File: src/rtl/arbiter_rr.sv
`default_nettype none
// ============================================================================
// Module      : arbiter_rr
// Description : N-way round-robin arbiter with a registered one-hot grant and
//               grant hold (burst) semantics. A requester keeps the grant for
//               as long as it keeps requesting. When it releases, the next
//               requester in circular order from the priority pointer wins,
//               with no idle cycle in between.
//               Optional macro ARB_HOLD_LIMIT_EN: when defined, a holder is
//               preempted after MAX_HOLD consecutive cycles if any other
//               channel is requesting.
// Parameters  : N        - number of requesters (2..32)
//               MAX_HOLD - tenure limit in cycles (>= 1, macro build only)
//               IDW      - derived width of grant_id ($clog2(N))
// Ports       : clk         - rising-edge clock
//               reset       - synchronous, active-high reset
//               request     - per-channel level request [N-1:0]
//               grant       - registered one-hot grant, or all-zero [N-1:0]
//               grant_id    - binary index of granted channel, 0 when idle
//               grant_valid - OR of grant
// Revision    : 1.0 - initial release
// ============================================================================
module arbiter_rr #(
    parameter  int N        = 2,
    parameter  int MAX_HOLD = 4,
    localparam int IDW      = $clog2(N)
) (
    input  logic           clk,
    input  logic           reset,
    input  logic [N-1:0]   request,
    output logic [N-1:0]   grant,
    output logic [IDW-1:0] grant_id,
    output logic           grant_valid
);

    // The tenure counter only has to hold values 0..MAX_HOLD.
    localparam int c_TEN_W = (MAX_HOLD < 1) ? 1 : $clog2(MAX_HOLD + 1);
    localparam logic [c_TEN_W-1:0] c_TEN_MAX = c_TEN_W'(MAX_HOLD);
    localparam logic [c_TEN_W-1:0] c_TEN_ONE = c_TEN_W'(1);
    localparam logic [IDW-1:0]     c_LAST_ID = IDW'(N - 1);
    localparam logic [IDW:0]       c_N_EXT   = (IDW + 1)'(N);

    generate
        if (N < 2 || N > 32) begin : g_bad_n
            $error("arbiter_rr: N must be in the range 2..32");
        end
        if (MAX_HOLD < 1) begin : g_bad_hold
            $error("arbiter_rr: MAX_HOLD must be at least 1");
        end
    endgenerate

    logic [N-1:0]       r_grant;
    logic [IDW-1:0]     r_grant_id;
    logic [IDW-1:0]     r_ptr;
    logic [c_TEN_W-1:0] r_tenure;

    logic               w_busy;
    logic               w_limit;
    logic               w_hold;
    logic               w_found;
    logic [IDW-1:0]     w_win_id;
    logic [IDW:0]       w_idx;
    logic [IDW-1:0]     w_next_ptr;

    assign w_busy = |r_grant;

`ifdef ARB_HOLD_LIMIT_EN
    // Preempt only when someone else is waiting; a lone requester at the
    // limit simply keeps the grant with the counter saturated.
    logic w_others;
    assign w_others = |(request & ~r_grant);
    assign w_limit  = (r_tenure == c_TEN_MAX) && w_others;
`else
    assign w_limit  = 1'b0;
`endif

    assign w_hold = w_busy && request[r_grant_id] && !w_limit;

    // Circular search starting at r_ptr. The index is one bit wider than
    // IDW so ptr+k cannot overflow before the modulo-N fold.
    always_comb begin
        w_found  = 1'b0;
        w_win_id = '0;
        w_idx    = '0;
        for (int k = 0; k < N; k++) begin
            w_idx = {1'b0, r_ptr} + (IDW + 1)'(k);
            if (w_idx >= c_N_EXT) begin
                w_idx = w_idx - c_N_EXT;
            end
            if (!w_found && request[w_idx[IDW-1:0]]) begin
                w_found  = 1'b1;
                w_win_id = w_idx[IDW-1:0];
            end
        end
    end

    // Pointer moves just past the winner, so the winner has lowest priority
    // at the next arbitration; explicit wrap keeps non-power-of-two N legal.
    assign w_next_ptr = (w_win_id == c_LAST_ID) ? '0 : (w_win_id + IDW'(1));

    always_ff @(posedge clk) begin
        if (reset) begin
            r_grant    <= '0;
            r_grant_id <= '0;
            r_ptr      <= '0;
            r_tenure   <= '0;
        end else if (w_hold) begin
            if (r_tenure != c_TEN_MAX) begin
                r_tenure <= r_tenure + c_TEN_ONE;
            end
        end else if (w_found) begin
            r_grant    <= {{(N-1){1'b0}}, 1'b1} << w_win_id;
            r_grant_id <= w_win_id;
            r_ptr      <= w_next_ptr;
            r_tenure   <= c_TEN_ONE;
        end else begin
            r_grant    <= '0;
            r_grant_id <= '0;
            r_tenure   <= '0;
        end
    end

    assign grant       = r_grant;
    assign grant_id    = r_grant_id;
    assign grant_valid = w_busy;

endmodule
`default_nettype wire

File: config.mk
export PLATFORM = sky130hd
export DESIGN_NAME = arbiter_rr
export DESIGN_NICKNAME = d
export VERILOG_FILES = /design/src/rtl/arbiter_rr.sv
export SDC_FILE = /design/constraint.sdc
export NUM_CORES = 1
export LEC_CHECK = 0
export CAP_MARGIN = 20
export CORE_AREA = 2 2 39 41
export DETAILED_ROUTE_END_ITERATION = 16
export DIE_AREA = 0 0 41 43
export GPL_TIMING_DRIVEN = 0
export PLACE_DENSITY_LB_ADDON = 0.1
export SYNTH_ARGS = -nofsm -noshare
export SYNTH_HDL_FRONTEND = slang
export SYNTH_SLANG_ARGS = --single-unit
File: constraint.sdc
create_clock -name clk -period 0.8 [get_ports clk]
set_input_delay 0.12 -clock clk [delete_from_list [all_inputs] [get_ports clk]]
set_output_delay 0.12 -clock clk [all_outputs]
set_load 0.03 [all_outputs]
## Word level (Yosys, flattened, before mapping)

Cells that the tools add are included.

| word-level totals | value |
|---|---|
| register bits | 4 |
| bits of input ports | 4 |
| word-level logic and storage cells | 34 |

| operators by class | value |
|---|---|
| $add $sub $neg | 4 |
| magnitude comparators | 5 |
| shift-type cells | 1 |
| mux-type cells | 15 |
| bitwise gates (word level) | 1 |
| reduce and logical (&&, ||, !) cells | 5 |

Operators by type and width:

| cell | count |
|---|---|
| 2-to-1 mux 1 bit | 14 |
| less-than comparator 1 x 2 -> 1 bit (second input constant) | 3 |
| adder 1 x 1 -> 2 bit (second input constant) | 1 |
| greater-or-equal comparator 1 x 2 -> 1 bit (second input constant) | 1 |
| greater-or-equal comparator 2 bit (second input constant) | 1 |
| logical AND 1 bit | 2 |
| 2-to-1 mux 2 bit | 1 |
| AND reduction 2 bit | 1 |
| OR reduction 2 bit | 1 |
| left shift 1 x 1 -> 2 bit (first input constant) | 1 |
| subtractor 1 bit (second input constant) | 2 |
| adder 1 bit (second input constant) | 1 |
| zero test 1 bit | 1 |
| NOT 1 bit | 1 |

## Depth between registers and ports, before layout

Gate-level depths: netlist (run 1).

| logic depth | value |
|---|---|
| word-level depth | 10 |
| mapped depth | 3 |

## Worst setup path before layout (run 1)

OpenSTA, ideal clock, no wires.

| path | value |
|---|---|
| path type | register to register |
| start point | reg r_grant[1] (netlist: grant[1]) |
| end point | reg r_grant[0] (netlist: grant[0]) |
| data arrival time | 931 ps |
| data required time | 683 ps |
| setup slack | -248 ps |
| stages on the path, launching flop included | 4 |
| path buffers | 0 |
| path through | dfxtp_1 -> o21ai_0 -> a22oi_1 -> nor2_1 |

| between the ends | value |
|---|---|
| cells in the longest elaborated chain, start to end | 2 |

RTL lines:

| item | RTL line | source |
|---|---|---|
| from (decl) | 52 | `logic [N-1:0] r_grant;` |
| from (signal assigned) | 112 | `r_grant <= {{(N-1){1'b0}}, 1'b1} << w_win_id;` |
| OR reduction 2 bit | 65 | `assign w_busy = \|r_grant;` |
| logical AND 1 bit | 77 | `assign w_hold = w_busy && request[r_grant_id] && !w_limit;` |

Every way passes these cells.
A chain may end at the register's enable or synchronous reset.

## Worst setup path in the final report (run 1)

| path | value |
|---|---|
| start point | reg r_grant[1] (netlist: grant[1]) |
| end point | out grant_valid |

| between the ends | value |
|---|---|
| cells in the longest elaborated chain, start to end | 1 |

RTL lines:

| item | RTL line | source |
|---|---|---|
| OR reduction 2 bit | 65 |  |
| to (decl) | 33 | `output logic grant_valid` |

Every way passes these cells.

==> metrics.md, run 1 <==
| Metric | Value |
|---|---|
| Post-DR vias/cell | `3.81` |
| Final Cycle Share | `132%` |
| WL/cell | `9.66 um` |
| Initial antenna violation count | `0` |
| Worst-Margin Slew | `0.219 ns` |
| DRC viols | `0` |
| Worst Hold Path Cells | `2` |
| CP max-delay cell | `dfxtp_4` |
| Most common cell after layout, fill and taps aside | `buf_6` |
| I/O Pins | `8` |
| Met3 wire len | `45 um` |
| CP endpoint kind | `output pin` |
| Netlist cell types | `13` |
| Core ar. | `0.00138 sq mm` |
| Final Hold Vio Count | `0` |
| Fin crit period | `1.06 ns` |
| Worst r2r path cells | `4` |
| Met1 WL | `193 um` |
| Max Fclk | `944 MHz` |
| CP cell instances | `or2_4 -> buf_6` |
| Setup tns final | `-0.968 ns` |
| CTS clk-pin slew, worst paths | `0.03 ns` |
| First DRT Iteration DRCs | `5` |
| Worst hold-check path type | `input port to flip-flop` |
| Final WS setup | `-0.259 ns` |
| Critical Path RT | `0.68 ns` |
| CTS tree | `yes` |
| Worst slew margin | `85.4%` |
| Vias | `179` |
| Final Hold Slack | `0.256 ns` |
| Routability congestion estimate from global placement | `0.617` |
| Setup crit start kind | `flip-flop` |
| Lkg Pwr | `0.147 nW` |
| Antenna-violating nets left | `0` |
| H-tree levels | `1` |
| Layout cells sized above 1 | `51.6%` |
| Unrepaired setup endpoints after global routing | `true` |
| Levels on crit path | `2` |
| Final setup fails | `7` |
| CP Buf/Inv Count | `1` |
| CP top delay family | `flip-flops` |
| Antenna Diode Count | `0` |
| Row cnt | `14` |
| NumNets Final | `36` |
| Worst IR drop on VDD | `0.477 mV` |
| Synthesized flop and latch total | `3` |
| CP peak stage delay | `0.35 ns` |
| Met2 wire len | `214 um` |
| Uppermost routed layer | `met3` |
| TritonCTS buffer count | `3` |
| Die extent in x | `41 um` |
| Clk sinks | `3` |
| Die Ht | `43 um` |
| Commonest cells after routing, fill and taps aside | `buf_6, clkbuf_4` |
| Power density cells | `1830 mW/mm^2` |
| Area Growth Syn to Fin | `94.8%` |
| I/O Buffers | `7` |
| Final wirelength | `454 um` |
| Number of global-route vias before repair | `152` |
| Pre-CTS worst setup slack | `-0.497 ns` |
| GRT Total Usage | `5.92%` |
| Max Slew Vio Count | `0` |
| R2R setup slack | `-0.18 ns` |
| Post-Synthesis Mean Instance Area | `9.31 sq um` |
| Post-Syn Instances | `18` |
| Largest net degree at the start of global routing | `7` |
| Register area share after synthesis | `35.8%` |
| Mapped cell area | `168 sq um` |
| Max_cap viols | `0` |
| Failing checks | `negative setup slack` |
| Final Skew | `0.00134 ns` |
| Gr ovfl total | `0` |
| Root Buffer Master | `clkbuf_4` |
| Die area | `0.00176 sq mm` |
| Status | `finished with violations` |
| Crit-path max FO | `4` |
| Clock buffer depth | `2` |
| First-pass GRT wire length | `641 um` |
| Crit Path Category | `flip-flop to output pin` |
| Skew-Pair Late Insertion Delay | `0.23 ns` |
| 1st-pass router iterations | `2` |
| Syn Nets | `22` |
| YS warnings | `0` |
| Initial Utilization | `12.1%` |
| Arr. time, crit path | `0.94 ns` |
## flip-flops by register name (all words and copies together) (netlist names)
signal  flops
r_ptr       1
grant       2
## cells by family (layout without fill, tap and decap cells)
family / Yosys count / in the layout / synth area share (%)
AND/OR/NAND/NOR: 7 / 7 / 32.8
AO/OA/AOI/OAI: 7 / 7 / 26.9
buffers and inverters: 1 / 14 / 4.48
flip-flops: 3 / 3 / 35.8
## worst reg2reg max path: stages (launching register included)
cell	delay [ns]
dfxtp_4	0.34
buf_4	0.15
nor4b_4	0.23
a21oi_1	0.06
a21oi_1	0.13
## Yosys cell counts (all sizes together)
library cell,n,area [sq um]
dfxtp,3,60.1
a21bo,1,10.0
and2b,1,8.76
o21ai,2,10.0
or2,1,6.26
a21oi,2,10.0
nor2,1,3.75
nor3b,2,15.0
a22oi,1,7.51
nor4b,1,15.0
a21o,1,7.51
buf,1,7.51
nor2b,1,6.26
## power by group
group | internal, mW | leakage, nW | switching [mW] | total [mW]
Sequential | 0.162 | 0.0261 | 0.0173 | 0.179
Clock | 0.186 | 0.0150 | 0.0695 | 0.256
Combinational | 0.0898 | 0.106 | 0.0733 | 0.163
Total | 0.438 | 0.147 | 0.160 | 0.598
## final timing paths
check                   from     endpoint
setup reg to reg    grant[0]        r_ptr
hold / removal    request[1]     grant[1]
setup / recovery    grant[1]  grant_valid
hold reg to reg        r_ptr        r_ptr
## metal layers
layer	global-route usage (%)	vias to the layer above
li1	-	91
met1	7.37	81
met2	6.56	7
met3	1.57	0
met4	8.00	0
met5	0	-
## layout make-up
class                   instances  area [sq um]
clock buffers                   4          26.3
flip-flops and latches          3          67.6
well taps                      16          20.0
repair buffers                  9          90.1
fillers                       158          1060
multi-input cells              14           111
plain buffers                   1          11.3
## through the flow
step / cells / util [%] / instance area (sq um) / power, mW
finish: 47 / 23.6 / 327 / 0.598
CTS: 47 / 22.5 / 312 / 0.607
detailed placement: 41 / 19.3 / 268 / 0.321
floorplan: 18 / - / 178 / 0.261
global placement: 41 / 19.3 / 268 / 0.320
global route: 47 / 23.6 / 327 / 0.631
## what timing repair did
item / CTS / global route
buffers inserted: 2 / 0
setup endpoints to repair: 7 / 7
pin swaps: 2 / 1
hold buffers: 0 / 0
resized for setup: 27 / 3
No activity file was read; power rests on OpenSTA's default activity.
==> inputs of run 2 (changes only) <==
ABC_CLOCK_PERIOD_IN_PS = 800   (was default)
==> results of run 2 <==
No change in the layout: final DEF, timing and power equal those of run 1.
==> inputs of run 3 (changes only) <==
HOLD_SLACK_MARGIN = 0.08   (was default)
==> results of run 3 <==
No change in the layout: final DEF, timing and power equal those of run 1.
